### config.mk
export PLATFORM = sky130hd
export DESIGN_NAME = reg_ref_exec
export DESIGN_NICKNAME = d
export VERILOG_FILES = /design/src/rtl/reg_ref_exec.sv
export SDC_FILE = /design/constraint.sdc
export NUM_CORES = 1
export LEC_CHECK = 0
export CAP_MARGIN = 10
export CELL_PAD_IN_SITES_DETAIL_PLACEMENT = 2
export CELL_PAD_IN_SITES_GLOBAL_PLACEMENT = 2
export CORE_MARGIN = 2
export CORE_UTILIZATION = 28
export CTS_BUF_LIST = sky130_fd_sc_hd__clkbuf_8
export DETAILED_ROUTE_END_ITERATION = 10
export PLACE_DENSITY_LB_ADDON = 0.3
export SLEW_MARGIN = 15
export SYNTH_ARGS = -nofsm -noshare
export SYNTH_HDL_FRONTEND = slang
export SYNTH_SLANG_ARGS = --single-unit
### constraint.sdc
create_clock -name clk -period 2.1 [get_ports clk]
set_input_delay 0.42 -clock clk [delete_from_list [all_inputs] [get_ports clk]]
set_output_delay 0.42 -clock clk [all_outputs]
set_load 0.03 [all_outputs]
### src/rtl/reg_ref_exec.sv
// Register-reference instruction executor for the Basic Computer datapath.
// Holds AC, drives the external E flip-flop, and executes the IR[11:0] micro-ops one per clock.
module reg_ref_exec #(
  parameter int AC_W = 16
) (
  input  logic            clk,
  input  logic            reset,
  input  logic            start,
  input  logic [11:0]     ir,
  input  logic            ac_load,
  input  logic [AC_W-1:0] ac_in,
  input  logic            e_q,
  output logic            ff_en,
  output logic            e_clr,
  output logic            e_indata,
  output logic [AC_W-1:0] ac_out,
  output logic            busy,
  output logic            done,
  output logic            skip,
  output logic            halt
);

  typedef enum logic [1:0] {
    IDLE = 2'd0,
    EXEC = 2'd1,
    DONE = 2'd2
  } state_t;

  localparam logic [11:0] OP_CLA = 12'h800;
  localparam logic [11:0] OP_CLE = 12'h400;
  localparam logic [11:0] OP_CMA = 12'h200;
  localparam logic [11:0] OP_CME = 12'h100;
  localparam logic [11:0] OP_CIR = 12'h080;
  localparam logic [11:0] OP_CIL = 12'h040;
  localparam logic [11:0] OP_INC = 12'h020;
  localparam logic [11:0] OP_SPA = 12'h010;
  localparam logic [11:0] OP_SNA = 12'h008;
  localparam logic [11:0] OP_SZA = 12'h004;
  localparam logic [11:0] OP_SZE = 12'h002;
  localparam logic [11:0] OP_HLT = 12'h001;

  state_t          state, state_nxt;
  logic [11:0]     pending, pending_nxt;
  logic [11:0]     op;
  logic [AC_W-1:0] ac, ac_nxt;
  logic            skip_acc, skip_nxt;
  logic            halt_q, halt_nxt;

  // One-hot of the highest set pending bit; later loop iterations win.
  always_comb begin
    op = '0;
    for (int i = 0; i < 12; i++) begin
      if (pending[i]) op = 12'b1 << i;
    end
  end

  // NOTE: every output of this block is given a default first, so no path
  // leaves a variable unassigned and no latch is inferred.
  always_comb begin
    state_nxt   = state;
    pending_nxt = pending;
    ac_nxt      = ac;
    skip_nxt    = skip_acc;
    halt_nxt    = halt_q;
    ff_en       = 1'b0;
    e_clr       = 1'b0;
    e_indata    = 1'b0;
    busy        = 1'b0;
    done        = 1'b0;
    skip        = 1'b0;

    case (state)
      IDLE: begin
        if (ac_load) ac_nxt = ac_in;
        if (start && !halt_q) begin
          pending_nxt = ir;
          skip_nxt    = 1'b0;
          state_nxt   = (ir != 12'h000) ? EXEC : DONE;
        end
      end

      EXEC: begin
        busy        = 1'b1;
        pending_nxt = pending & ~op;
        if (pending_nxt == 12'h000) state_nxt = DONE;
        case (op)
          OP_CLA: ac_nxt = '0;
          OP_CLE: begin
            ff_en = 1'b1;
            e_clr = 1'b1;
          end
          OP_CMA: ac_nxt = ~ac;
          OP_CME: begin
            ff_en    = 1'b1;
            e_indata = ~e_q;
          end
          OP_CIR: begin
            ac_nxt   = {e_q, ac[AC_W-1:1]};
            ff_en    = 1'b1;
            e_indata = ac[0];
          end
          OP_CIL: begin
            ac_nxt   = {ac[AC_W-2:0], e_q};
            ff_en    = 1'b1;
            e_indata = ac[AC_W-1];
          end
          OP_INC: ac_nxt = ac + AC_W'(1);
          OP_SPA: skip_nxt = skip_acc | ~ac[AC_W-1];
          OP_SNA: skip_nxt = skip_acc | ac[AC_W-1];
          OP_SZA: skip_nxt = skip_acc | (ac == '0);
          OP_SZE: skip_nxt = skip_acc | ~e_q;
          OP_HLT: halt_nxt = 1'b1;
          default: ;
        endcase
      end

      DONE: begin
        busy      = 1'b1;
        done      = 1'b1;
        skip      = skip_acc;
        state_nxt = IDLE;
      end

      default: state_nxt = IDLE;
    endcase
  end

  // NOTE: state registers use non-blocking assignments so every flop samples
  // the pre-edge values regardless of statement order.
  always_ff @(posedge clk or posedge reset) begin
    if (reset) begin
      state    <= IDLE;
      pending  <= '0;
      ac       <= '0;
      skip_acc <= 1'b0;
      halt_q   <= 1'b0;
    end else begin
      state    <= state_nxt;
      pending  <= pending_nxt;
      ac       <= ac_nxt;
      skip_acc <= skip_nxt;
      halt_q   <= halt_nxt;
    end
  end

  assign ac_out = ac;
  assign halt   = halt_q;

endmodule

**After elaboration in Yosys (flattened, before gate mapping)**

Cells that the tools add are included.

- Add/sub/neg operators: 1
- Equality and inequality tests: 19
- Mux-type cells: 33
- Bitwise gates (word level): 9
- Reduce and logical (&&, ||, !) cells: 14

Operators by type and width:

| cell | number |
|---|---|
| $mux W12 | 12 |
| $pmux W16 S5 | 1 |
| $pmux W16 S2 | 1 |
| $pmux W12 S2 | 1 |
| $add A16 B1 Y16 const B | 1 |
| $logic_not A16 Y1 | 1 |
| $mux W16 | 1 |
| $not A16 Y16 | 1 |
| $and A12 B12 Y12 | 1 |
| $eq A12 B1 Y1 const B | 1 |
| $eq A12 B10 Y1 const B | 1 |
| $eq A12 B11 Y1 const B | 1 |
| $eq A12 B12 Y1 const B | 1 |
| $eq A12 B2 Y1 const B | 1 |
| $eq A12 B3 Y1 const B | 1 |
| $eq A12 B4 Y1 const B | 1 |
| $eq A12 B5 Y1 const B | 1 |
| $eq A12 B6 Y1 const B | 1 |
| $eq A12 B7 Y1 const B | 1 |
| $eq A12 B8 Y1 const B | 1 |
| $eq A12 B9 Y1 const B | 1 |
| $logic_not A12 Y1 | 1 |
| $not A12 Y12 | 1 |
| $reduce_bool A12 Y1 | 1 |
| other kinds (21) | 41 |

- Register bits: 32
- Input port bits: 33
- Output and inout bits: 23
- Logic and storage cells: 81

**Longest topological paths before layout**

- Depth after elaboration: 17
- Gate-level depth with buffers: 8
- Depth with buffers taken out: 7

**Least setup slack after synthesis**

OpenSTA, ideal clock, no wires.

- Path type: reg2out
- Start point: register pending[11]
- End point: output e_indata
- Arrival time: 2.124 ns
- Required time: 1.680 ns
- Path slack: -0.444 ns
- Cell stages (with the launch flop): 8
- Path buffers: 3
- Path through: dfrtp_1 buf_6 or4_4 buf_6 nor2_2 buf_4 a32oi_1 a21oi_1

- Cells in the longest elaborated chain, start to end: 4

Ends and longest elaborated chain:

| what | RTL line | source |
|---|---|---|
| from (decl) | 43 | `logic [11:0] pending, pending_nxt;` |
| from (signal assigned) | 139 | `pending <= pending_nxt;` |
| $mux W12 (*) | 53 | `if (pending[i]) op = 12'b1 << i;` |
| $eq A12 B7 Y1 (tied with other cells) | 86 | `case (op)` |
| $pmux W1 S3 (*) | 86 |  |
| $mux W1 (*) | 72 | `case (state)` |
| to (decl) | 15 | `output logic e_indata,` |

Mark *: on every way between the ends. The rest lies on a longest branch, timed or not.

**Worst setup path after layout**

Ends and elaborated chain as after synthesis.

==> flow_summary_export.csv <==
group,metric,value,unit
layout,final_common_cell,"buf_4",
layout,area_growth,46.5,%
placement,place_congestion,0.846,
placement,io_buffers,55,
sta,relSlewSlack,67.4,%
placement,dpl.hpwl,8690,um
layout,regArea,810,um^2
global_routing,grt_pass1_vias,3459,
placement,place_area,3680,um^2
pwr,p_total,7360,uW
sta,hold_violations,0,
detailed_routing,routedWlPerCell,21.4,um
floorplanning,core,9280,um^2
setup_path,reg2reg_depth,8,
sta,fin_crit_sh,108,%
cts,cts.reportedPaths.clkPinSlew,0.08,ns
global_routing,antenna_found_initial,0,
layout,drive_gt1_share,25.1,%
sta,setup_viol,14,
cts,cts-htree-levels,2,
cts,clock_latency,0.30,ns
cts,clock_path_buffers,2,
global_routing,gr-total-overflow,0,
floorplanning,start_util,29.0,%
outcome,status,"finished, violations left",
synthesis,syn-num-nets,381,
setup_path,critPathSlowestCell,"or4_4",
sta,fmax,443,MHz
synthesis,synth_seq_area_share,29.7,%
floorplanning,io_pins,56,
detailed_routing,drc,0,
sta,rsz0062_at_grt,"true",
floorplanning,die_h,102,um
cts,clock_sinks,32,
layout,fin_area,3950,um^2
setup_path,cp_max_fo,3,
layout,antenna_cells,0,
synthesis,avgSynthCellArea,7.85,um^2
layout,layout_common_cells,"58 x buf_4, 49 x clkdlybuf4s50_1, 36 x nor2_1",
detailed_routing,wl,12000,um
synthesis,netlist.area_leader.share,29.7,%
setup_path,required,1.68,ns
setup_path,end_kind,"output port",
global_routing,track_usage,23.4,%
synthesis,yosys_most_used_dff,"dfrtp_1",
detailed_routing,first_iter_violations,107,
sta,setup-tns-final,-0.694,ns
cts,cts_root_buffer,"clkbuf_8",
synthesis,async_flop_share,100,%
layout,fillCellCount,1062,
pwr,p_leak,0.00158,uW
run,drv_cap,0,
sta,slew_violations,0,
pwr,p_per_area,1860,nW/um^2
synthesis,ys_ff_latch,32,
cts,cts_hold_buffers,0,
floorplanning,die_w,102,um
global_routing,grt_pass1_wl,19000,um
worst_hold_path,min_path_type,"primary input to asynchronous set/reset pin",
synthesis,synth_area,2690,um^2
setup_path,crit_chain,"or4_4 > nor3_4 > nand2_2 > a21oi_4 > buf_6",
detailed_routing,vias_per_cell,5.68,
synthesis,synth_top_cell_by_area,"dfrtp_1",
detailed_routing,dr.pass1.iters,4,
cts,tritoncts,"done",
outcome,violations,"negative setup slack",
floorplanning,rows,35,
pwr,peakVddDrop,0.505,mV
synthesis,synth_cell_types,59,
cts,numCtsBuffers,5,
synthesis,synth_warnings,0,
sta,clock_skew,0.00773,ns
sta,setup_slack,-0.159,ns
global_routing,grt_max_degree,33,
synthesis,synth-edff-count,0,
synthesis,syn-instance-count,343,
setup_path,crit_arrival,1.84,ns
setup_path,slowest_delay,0.58,ns
sta,period_needed,2.26,ns
layout,nets,472,
detailed_routing,vias,3203,
synthesis,ys_top_cells_by_area,"dfrtp_1 30%, a21oi_1 5.0%, nor2_1 5.0%",
setup_path,crit_path_start_kind,"register",
sta,hold-worst-slack,0.530,ns
setup_path,worst-setup-path-type,"register to output port",
floorplanning,die_area,10400,um^2
layout,multi_input_area,1760,um^2
detailed_routing,ant_nets,0,
sta,tightest_slew,0.484,ns
==> cells in the mapped netlist (all sizes together) (3+ instances only) <==
cell and count:
buf 18, xor2 5, o21ai 25, a21boi 3, a22oi 11, and2 3, a21oi 27, nand4 5
o31ai 3, a311oi 3, dfrtp 32, o22ai 15, nor3 9, a211oi 5, a221oi 10, and3 3
a221o 4, nand2 22, nand3 8, o2bb2ai 4, a31oi 6, ha 5, nand2b 5, nor4 10
nor2 37, xnor2 3, clkbuf 17, a22o 4, inv 18
==> layout make-up <==
class,instances,share of cell area (%)
tap,129,4.09
multi-input combinational,258,44.5
inverter,18,1.71
timing repair buffer,119,27.1
sequential,32,20.5
clock inverter,3,0.317
clock buffer,5,1.74
==> kinds of logic (layout without fill, tap and decap cells) <==
logic type	count (synthesis)	after routing	synth area share, %
AO/OA/AOI/OAI	133	133	34.8
XOR/XNOR	8	8	2.60
adder cells (fa/ha/maj)	5	5	2.32
buffers and inverters	53	145	9.10
flip-flops	32	32	29.7
multiplexers	3	3	1.16
AND/OR/NAND/NOR	109	109	20.3
==> metal layers <==
metal	GRT usage, %	part of all wire, %	vias up
li1	-	-	1475
met1	31.9	46	1648
met2	39.3	49	61
met3	2.67	2.4	19
met4	6.67	2.1	0
met5	0	0	-
==> worst max-delay path, delay by kind of cell (launching register included) <==
kind	cells	cell delay, ns
flops	1	0.38
buf+inv	1	0.14
compound gates	1	0.16
simple gates	3	0.85
==> stage by stage <==
| step | setup WS [ns] | cells | util (%) |
|---|---|---|---|
| after CTS | -0.159 | 559 | 41.3 |
| final | -0.159 | 564 | 42.5 |
| after global routing | -0.208 | 564 | 42.5 |
| after floorplan | -0.215 | 343 | - |
| after detailed placement | -0.0762 | 547 | 39.6 |
| after global placement | -0.00371 | 547 | 39.6 |
==> timing repair <==
| item | in CTS | in global routing |
|---|---|---|
| buffers inserted | 4 | 5 |
| gates cloned | 0 | 1 |
| setup endpoints to repair | 10 | 21 |
| pin swaps | 4 | 6 |
| resized for setup | 13 | 24 |
==> worst paths after layout <==
| path | from | to | slack [ns] |
|---|---|---|---|
| max reg2reg | pending[11] | ac_out[4] | -0.11 |
| max in group asynchronous | reset | ac_out[3] | 1.22 |
| min reg2reg | halt | halt | 0.55 |
| min in group clk | halt | halt | 0.55 |
| min | reset | ac_out[13] | 0.53 |
| max | pending[11] | e_indata | -0.16 |
==> report_power, final <==
part	switching (uW)	total, uW	internal (uW)
Combinational	3200	5610	2410
Sequential	335	1250	917
Clock	269	493	224
Total	3800	7360	3550
==> registers in the layout, indices dropped and copies added, names as in the netlist <==
signal / count
skip_acc: 1
halt: 1
ac_out: 16
pending: 12
state: 2
(Power assumes the default switching activity.)
